[src/rtl/pulse_rx_pkg.sv]
// Shared types and constants for the pulse receiver: FSM states, irq bit
// positions, buffer geometry, register addresses and symbol encoding.
package pulse_rx_pkg;

  typedef enum logic [1:0] {
    ST_STOPPED = 2'd0,
    ST_ARMED   = 2'd1,
    ST_MEASURE = 2'd2
  } rx_state_e;

  localparam int unsigned IRQ_SYMBOL   = 0;
  localparam int unsigned IRQ_HALF     = 1;
  localparam int unsigned IRQ_TIMEOUT  = 2;
  localparam int unsigned IRQ_OVERFLOW = 3;

  localparam int unsigned NUM_SYMBOL_WORDS = 8;
  localparam int unsigned NUM_SYMBOLS      = NUM_SYMBOL_WORDS * 16;

  localparam logic [5:0] ADDR_REG0   = 6'h00;
  localparam logic [5:0] ADDR_REG1   = 6'h04;
  localparam logic [5:0] ADDR_STATUS = 6'h08;

  localparam logic [1:0] BUS_8    = 2'b00;
  localparam logic [1:0] BUS_16   = 2'b01;
  localparam logic [1:0] BUS_32   = 2'b10;
  localparam logic [1:0] BUS_NONE = 2'b11;

  // Symbol = {segment level, segment reached its threshold}.
  function automatic logic [1:0] make_symbol(input logic       level,
                                             input logic [7:0] count,
                                             input logic [7:0] thresh);
    return {level, (count >= thresh)};
  endfunction

endpackage

[src/rtl/tqvp_hx2003_pulse_receiver_if.sv]
// TinyQV peripheral data bus: register address, byte/half/word write and
// read strobes (active-low size encoding) and single-cycle read data.
interface tqvp_hx2003_pulse_receiver_if;
  logic [5:0]  address;
  logic [31:0] data_in;
  logic [1:0]  data_write_n;
  logic [1:0]  data_read_n;
  logic [31:0] data_out;
  logic        data_ready;

  modport master (
    output address, data_in, data_write_n, data_read_n,
    input  data_out, data_ready
  );

  modport slave (
    input  address, data_in, data_write_n, data_read_n,
    output data_out, data_ready
  );
endinterface

[src/rtl/pulse_rx_duration_counter.sv]
// Prescaled, saturating 8-bit segment-duration counter.
// clr_i restarts the measurement with the current cycle as the first cycle
// of the new segment, so a segment of L cycles reads floor(L/2^p).
module pulse_rx_duration_counter (
  input  logic       clk,
  input  logic       rst_n,
  input  logic       clr_i,
  input  logic       en_i,
  input  logic [3:0] prescale_i,
  output logic [7:0] count_o,
  output logic       tick_o
);

  logic [15:0] pre_q, pre_d, pre_base, mask;
  logic [7:0]  cnt_q, cnt_d, cnt_base;

  // Next prescaler/count; a clear folds into the same cycle's count step.
  always_comb begin
    mask     = 16'((32'd1 << prescale_i) - 32'd1);
    pre_base = clr_i ? '0 : pre_q;
    cnt_base = clr_i ? '0 : cnt_q;
    tick_o   = en_i && ((pre_base & mask) == mask);
    pre_d    = pre_base;
    cnt_d    = cnt_base;
    if (en_i) begin
      pre_d = tick_o ? '0 : pre_base + 16'd1;
    end
    if (tick_o && (cnt_base != 8'hFF)) begin
      cnt_d = cnt_base + 8'd1;
    end
  end

  // Counter state registers.
  always_ff @(posedge clk) begin
    if (!rst_n) begin
      pre_q <= '0;
      cnt_q <= '0;
    end else begin
      pre_q <= pre_d;
      cnt_q <= cnt_d;
    end
  end

  assign count_o = cnt_q;

endmodule

[src/rtl/tqvp_hx2003_pulse_receiver.sv]
// TinyQV pulse-train receiver: measures high/low segments of a selected
// input pin and stores a 2-bit symbol per segment in a 128-symbol buffer.
// Optional 3-sample glitch filter: define PULSE_RX_GLITCH_FILTER_EN.
module tqvp_hx2003_pulse_receiver
  import pulse_rx_pkg::*;
(
  input  logic                               clk,
  input  logic                               rst_n,
  input  logic [7:0]                         ui_in,
  output logic [7:0]                         uo_out,
  tqvp_hx2003_pulse_receiver_if.slave        bus,
  output logic                               user_interrupt
);

  rx_state_e   state_q, state_d;
  logic [3:0]  irq_status_q, irq_status_d;
  logic [3:0]  irq_enable_q, irq_enable_d;
  logic        invert_q, invert_d;
  logic        idle_q, idle_d;
  logic [31:0] reg1_q, reg1_d;
  logic [7:0]  sym_count_q, sym_count_d;
  logic [7:0]  last_dur_q, last_dur_d;
  logic        prev_q;
  logic [31:0] buf_q [NUM_SYMBOL_WORDS];

  logic        raw_in, filt_in, edge_det, running;
  logic        wr_reg0, wr_reg0_full, wr_reg1, start_req, stop_req;
  logic [3:0]  w1c, hw_set;
  logic        cnt_clr, cnt_en, tick_unused;
  logic [7:0]  count;
  logic        sym_we;
  logic [1:0]  sym_val;
  logic [31:0] rdata;

  logic [3:0]  prescale;
  logic [2:0]  in_sel;
  logic [7:0]  th_low, th_high, timeout;

  assign prescale = reg1_q[3:0];
  assign in_sel   = reg1_q[6:4];
  assign th_low   = reg1_q[15:8];
  assign th_high  = reg1_q[23:16];
  assign timeout  = reg1_q[31:24];

  assign running  = (state_q != ST_STOPPED);
  assign raw_in   = ui_in[in_sel] ^ invert_q;

`ifdef PULSE_RX_GLITCH_FILTER_EN
  logic [1:0] hist_q;
  logic       hold_q;

  // Output follows the pin only once three consecutive samples agree.
  always_comb begin
    filt_in = hold_q;
    if ((raw_in == hist_q[0]) && (raw_in == hist_q[1])) begin
      filt_in = raw_in;
    end
  end

  // Sample history and held filter level.
  always_ff @(posedge clk) begin
    if (!rst_n) begin
      hist_q <= '0;
      hold_q <= 1'b0;
    end else begin
      hist_q <= {hist_q[0], raw_in};
      hold_q <= filt_in;
    end
  end
`else
  assign filt_in = raw_in;
`endif

  assign edge_det = (filt_in != prev_q);

  // Bus write decode.
  always_comb begin
    wr_reg0      = (bus.data_write_n != BUS_NONE) && (bus.address == ADDR_REG0);
    wr_reg0_full = wr_reg0 && (bus.data_write_n == BUS_32);
    wr_reg1      = (bus.data_write_n == BUS_32) && (bus.address == ADDR_REG1);
    w1c          = wr_reg0 ? bus.data_in[3:0] : '0;
    start_req    = wr_reg0 && bus.data_in[4];
    stop_req     = wr_reg0 && bus.data_in[5];
  end

  pulse_rx_duration_counter u_counter (
    .clk        (clk),
    .rst_n      (rst_n),
    .clr_i      (cnt_clr),
    .en_i       (cnt_en),
    .prescale_i (prescale),
    .count_o    (count),
    .tick_o     (tick_unused)
  );

  // Capture FSM: next state, symbol emission and hardware irq events.
  always_comb begin
    state_d     = state_q;
    sym_count_d = sym_count_q;
    last_dur_d  = last_dur_q;
    hw_set      = '0;
    sym_we      = 1'b0;
    sym_val     = make_symbol(prev_q, count, prev_q ? th_high : th_low);
    cnt_clr     = 1'b0;
    cnt_en      = 1'b0;
    unique case (state_q)
      ST_STOPPED: begin
        if (start_req && !stop_req) begin
          state_d     = ST_ARMED;
          sym_count_d = '0;
        end
      end
      ST_ARMED: begin
        if (filt_in != idle_q) begin
          cnt_clr = 1'b1;
          cnt_en  = 1'b1;
          state_d = ST_MEASURE;
        end
      end
      ST_MEASURE: begin
        cnt_en = 1'b1;
        // An edge takes priority over a coincident timeout.
        if (edge_det) begin
          cnt_clr = 1'b1;
          if (!sym_count_q[7]) begin
            sym_we              = 1'b1;
            sym_count_d         = sym_count_q + 8'd1;
            last_dur_d          = count;
            hw_set[IRQ_SYMBOL]  = 1'b1;
            if (sym_count_q == 8'(NUM_SYMBOLS / 2 - 1)) begin
              hw_set[IRQ_HALF] = 1'b1;
            end
            if (sym_count_q == 8'(NUM_SYMBOLS - 1)) begin
              hw_set[IRQ_OVERFLOW] = 1'b1;
              state_d              = ST_STOPPED;
            end
          end
        end else if ((prev_q == idle_q) && (timeout != '0) && (count == timeout)) begin
          hw_set[IRQ_TIMEOUT] = 1'b1;
          state_d             = ST_STOPPED;
        end
      end
      default: state_d = ST_STOPPED;
    endcase
    if (stop_req) begin
      state_d = ST_STOPPED;
    end
  end

  // Register-file next values; hardware set beats a same-cycle W1C.
  always_comb begin
    irq_status_d = (irq_status_q & ~w1c) | (hw_set & irq_enable_q);
    irq_enable_d = wr_reg0_full ? bus.data_in[11:8] : irq_enable_q;
    invert_d     = wr_reg0_full ? bus.data_in[12]   : invert_q;
    idle_d       = wr_reg0_full ? bus.data_in[13]   : idle_q;
    reg1_d       = wr_reg1      ? bus.data_in       : reg1_q;
  end

  // Control/status registers and FSM state.
  always_ff @(posedge clk) begin
    if (!rst_n) begin
      state_q      <= ST_STOPPED;
      irq_status_q <= '0;
      irq_enable_q <= '0;
      invert_q     <= 1'b0;
      idle_q       <= 1'b0;
      reg1_q       <= '0;
      sym_count_q  <= '0;
      last_dur_q   <= '0;
      prev_q       <= 1'b0;
    end else begin
      state_q      <= state_d;
      irq_status_q <= irq_status_d;
      irq_enable_q <= irq_enable_d;
      invert_q     <= invert_d;
      idle_q       <= idle_d;
      reg1_q       <= reg1_d;
      sym_count_q  <= sym_count_d;
      last_dur_q   <= last_dur_d;
      prev_q       <= filt_in;
    end
  end

  // Symbol buffer; contents are not reset.
  always_ff @(posedge clk) begin
    if (sym_we) begin
      buf_q[sym_count_q[6:4]][{sym_count_q[3:0], 1'b0} +: 2] <= sym_val;
    end
  end

  // Read mux.
  always_comb begin
    rdata = '0;
    unique case (bus.address)
      ADDR_REG0:   rdata = {18'b0, idle_q, invert_q, irq_enable_q, 3'b0, running, irq_status_q};
      ADDR_REG1:   rdata = reg1_q;
      ADDR_STATUS: rdata = {16'b0, last_dur_q, sym_count_q};
      default: begin
        if (bus.address[5]) begin
          rdata = buf_q[bus.address[4:2]];
        end
      end
    endcase
  end

  assign bus.data_out   = (bus.data_read_n != BUS_NONE) ? rdata : '0;
  assign bus.data_ready = 1'b1;
  assign uo_out         = {4'b0, running, filt_in, 2'b0};
  assign user_interrupt = |irq_status_q;

endmodule

[src/flat_wrapper.sv]
// flat-port wrapper written by rule: the top's interface ports become plain ports
module tqvp_hx2003_pulse_receiver_flat import pulse_rx_pkg::*;
  (clk, rst_n, ui_in, uo_out, user_interrupt, bus_address, bus_data_in, bus_data_write_n, bus_data_read_n, bus_data_out, bus_data_ready);
  tqvp_hx2003_pulse_receiver_if bus_i ();
  input  logic clk;
  input  logic rst_n;
  input  logic [7:0] ui_in;
  output logic [7:0] uo_out;
  output logic user_interrupt;
  input wire logic [$bits(bus_i.address)-1:0] bus_address;
  input wire logic [$bits(bus_i.data_in)-1:0] bus_data_in;
  input wire logic [$bits(bus_i.data_write_n)-1:0] bus_data_write_n;
  input wire logic [$bits(bus_i.data_read_n)-1:0] bus_data_read_n;
  output wire logic [$bits(bus_i.data_out)-1:0] bus_data_out;
  output wire logic [$bits(bus_i.data_ready)-1:0] bus_data_ready;
  assign bus_i.address = bus_address;
  assign bus_i.data_in = bus_data_in;
  assign bus_i.data_write_n = bus_data_write_n;
  assign bus_i.data_read_n = bus_data_read_n;
  assign bus_data_out = bus_i.data_out;
  assign bus_data_ready = bus_i.data_ready;
  tqvp_hx2003_pulse_receiver u_core (.clk(clk), .rst_n(rst_n), .ui_in(ui_in), .uo_out(uo_out), .bus(bus_i), .user_interrupt(user_interrupt));
endmodule
[config.mk]
export PLATFORM = sky130hd
export DESIGN_NAME = tqvp_hx2003_pulse_receiver_flat
export DESIGN_NICKNAME = d
export VERILOG_FILES = /design/src/rtl/pulse_rx_pkg.sv /design/src/rtl/tqvp_hx2003_pulse_receiver_if.sv /design/src/rtl/pulse_rx_duration_counter.sv /design/src/rtl/tqvp_hx2003_pulse_receiver.sv /design/src/flat_wrapper.sv
export SDC_FILE = /design/constraint.sdc
export NUM_CORES = 1
export LEC_CHECK = 0
export ABC_AREA = 1
export CORE_AREA = 2 2 298 182
export DETAILED_ROUTE_END_ITERATION = 10
export DIE_AREA = 0 0 300 184
export PLACE_DENSITY_LB_ADDON = 0.1
export SLEW_MARGIN = 25
export SYNTH_ARGS = -nofsm -noshare
export SYNTH_HDL_FRONTEND = slang
export SYNTH_SLANG_ARGS = --single-unit
[constraint.sdc]
create_clock -name clk -period 3.5 [get_ports clk]
set_input_delay 0.7 -clock clk [delete_from_list [all_inputs] [get_ports clk]]
set_output_delay 0.7 -clock clk [all_outputs]
set_load 0.02 [all_outputs]
==> out/metrics.cfg <==
[floorplanning]
fp.dieH_um = 184
floorplan.rows = 65
initial_core_util_pct = 29.9
die_w_um = 300
io_pins = 94
core_area_um2 = 52200
die_area_um2 = 55200

[worst_setup_path]
cp_num_buf_inv = 6
cp_max_fo = 16
cp_data_required_time_ns = 2.80
end_kind = output pin
critical_path_arrival_ns = 2.68
start_kind = primary input
slowest_stage = dlygate4sd2_1
critPathMaxStageDelay_ns = 0.37
worstPathCellList = dlygate4sd2_1 -> buf_4 -> nor2_4 -> buf_4 -> buf_12 -> a22oi_1 -> nand3_1 -> nand3_1 -> buf_4 -> a211oi_1 -> dlygate4sd2_1
crit_type = in2out
critPathTopFamily = buffers and inverters
path_common_cell = buf_4

[global_routing]
grt_overflow = 0
grt_usage_pct = 19.9
antenna_found_initial = 1
grt_pass1_wl_um = 81300
grt_max_degree = 53
grt_pass1_vias = 12414

[job]
max-cap-violations = 0

[cts]
ctsHtreeMaxLevel = 2
cts_buffers = 36
clk_pin_slew_worst_paths_ns = 0.06
worstSkewPairLatency_ns = 0.55
root_buffer = clkbuf_16
clock_sinks = 340
cts.path.max_buffers = 3
postCtsHoldBufs = 0
cts_tree = built

[pwr]
irDropWorstVdd_v = 0.000269
leakage_uw = 0.00731
power_density_nw_per_um2 = 478
swShare_pct = 25.6
comb_power_share_pct = 11.6
p_clk_share_pct = 41.7
power_switching_uw = 2400
seq_power_share_pct = 46.7
p_int_uw = 6980
fin_total_pwr_uw = 9380

[worst_hold_path]
hp-class = reg2reg

[final_layout]
design_area_um2 = 19600
area_growth_pct = 25.8
fin_util_pct = 37.6
final_nets = 1866
drive_gt1_share_pct = 15.0
nFillCells = 5262
final-instance-count-excl-fill = 2526
diodes = 0

[logic_synthesis]
syn_inst = 1605
synth_area_per_cell_um2 = 9.73
synth-edff-count = 256
synth_top_family_by_area = simple AND/OR/NAND/NOR gates
yosysWarnings = 0
netlist_area_um2 = 15600
synth_fa_ha_area_share_pct = 1.44
ys_async_sr_fraction_pct = 0
synth_xor_area_share_pct = 1.29
synth_compound_area_share_pct = 11.8
synth_seq_area_share_pct = 60.0
yosys.area_share.simple_pct = 19.4
synth_mux_area_share_pct = 0.457
synthFlopType = edfxtp_1
synthDistinctLibCells = 45
ys_ff_latch = 340

[timing]
finalCritPeriodShare_pct = 96.6
tightest_slew_ns = 0.851
final_max_slew_viol_count = 0
period_needed_ns = 3.38
fin_setup_tns_ns = 0
finalHoldViolCount = 0
setup_violations = 0
skew_ns = 0.0289
relSlewSlack_pct = 43.2
max_freq_mhz = 296

[detailed_routing]
routedWlPerCell_um = 21.7
avgViaCountPerCell = 5.03
num_vias = 12696
dr.pass1.iters = 5
ant_nets = 0
dr.first_iter.drc_count = 1144
drt_wl_total_um = 54800
drc_errors = 0

[placed_design]
gp_congestion = 0.819
port_buffers = 86
placedInstanceArea_um2 = 18300
dp_hpwl_um = 38100
dp.cells = 2452

[run_status]
status = finished clean

[layer usage]
layer	global-route usage (%)	share of wire, %	vias up
met5	0	0	-
met4	3.28	1.3	0
met3	2.58	5.2	48
met2	27.9	40	362
met1	32.3	54	6262
li1	-	-	6024
[stage by stage]
stage / setup WS, ns / hold WS [ns]
6_report: 0.118 / 0.500
5_1_grt: -0.0222 / 0.523
4_1_cts: 0.00782 / 0.498
3_5_place_dp: -0.514 / 0.482
3_3_place_gp: -0.537 / 0.479
2_1_floorplan: 0.456 / 0.444
[timing repair]
item | CTS | global route
cloned | 3 | 0
setup buffers | 6 | 0
pin swaps | 9 | 0
gates resized for setup | 90 | 10
endpoints found under the setup margin | 31 | 18
[state kept, by name (all words and copies together), names as in the netlist]
signal and count:
u_core.irq_enable_q 4, u_core.prev_q 1, u_core.u_counter.pre_q 15, u_core.state_q 2
u_core.idle_q 1, u_core.invert_q 1, u_core.buf_q 256, u_core.last_dur_q 8
u_core.u_counter.count_o 8, u_core.reg1_q 32, u_core.sym_count_q 8, u_core.irq_status_q 4
[power by group through the flow]
stage | sequential, µW | combinational (µW) | clock (µW)
floorplan | 4440 | 550 | 0
global placement | 4470 | 1060 | 0
detailed placement | 4470 | 1060 | 0
CTS | 4380 | 1090 | 3990
global route | 4380 | 1180 | 4160
finish | 4380 | 1090 | 3910
[kinds of logic after synthesis]
| logic type | Yosys count |
|---|---|
| AND/OR/NAND/NOR | 716 |
| AO/OA/AOI/OAI | 284 |
| flip-flops | 340 |
| other | 2 |
| XOR/XNOR | 23 |
| buffers and inverters | 215 |
| multiplexers | 7 |
| adder cells (fa/ha/maj) | 18 |
[cell usage after synthesis, drive strengths merged, types with 2 or more instances]
cell,number,area (µm²)
nor2,290,1100
edfxtp,256,7690
nand2,251,972
nand3,128,666
inv,117,439
a22oi,108,811
dfxtp,84,1680
clkbuf,71,267
a21oi,62,310
o21ai,60,304
buf,21,144
nand4,19,119
ha,18,225
a211oi,16,120
nor3,14,70.1
xor2,13,114
a221oi,11,96.3
o211ai,10,75.1
xnor2,10,87.6
nor4,7,43.8
a31oi,6,37.5
a41oi,6,52.6
clkinv,6,22.5
mux2i,6,60.1
nand3b,5,37.5
conb,2,7.51
[worst min-delay path: stages, from the launching register on]
cell and delay, ns:
dfxtp_1 0.33, nand2_1 0.07, a21oi_1 0.05
[layout by cell type, fill, tap and decap left out, drive strengths merged, types with 2 or more instances in the layout]
cell and n:
clkinv 19, mux2i 6, o211ai 10, buf 158, a41oi 6, nand3 128, dfxtp 84, ha 18
nor4 7, dlygate4sd2 14, a211oi 16, bufinv 4, xor2 13, conb 7, inv 118, clkbuf 47
a31oi 6, edfxtp 256, bufbuf 2, nand2 251, a21oi 62, a221oi 11, clkdlybuf4s50 51, nor3 14
o21ai 60, clkdlybuf4s15 12, nand3b 5, nand4 19, xnor2 10, a22oi 108, clkinvlp 3, nor2 290
[final cells by class]
type / instances / area, µm² / area share (%)
sequential: 340 / 9370 / 47.7
multi-input combinational: 1055 / 5510 / 28.0
timing repair buffer: 240 / 2260 / 11.5
clock buffer: 44 / 946 / 4.81
tap: 703 / 880 / 4.48
inverter: 123 / 462 / 2.35
clock inverter: 21 / 225 / 1.15
[worst paths after layout]
check	slack, ns	start	cells past startpoint	end
setup / recovery	0.12	bus_address[2]	11	bus_data_out[27]
hold / removal	0.50	u_core.irq_status_q[1]$_SDFF_PN0_	2	u_core.irq_status_q[1]$_SDFF_PN0_
setup reg to reg	0.39	u_core.reg1_q[4]$_SDFFE_PN0P_	21	u_core.u_counter.pre_q[14]$_SDFF_PN0_
hold reg to reg	0.50	u_core.irq_status_q[1]$_SDFF_PN0_	2	u_core.irq_status_q[1]$_SDFF_PN0_
Note: power is estimated with default switching activity, not from simulation.
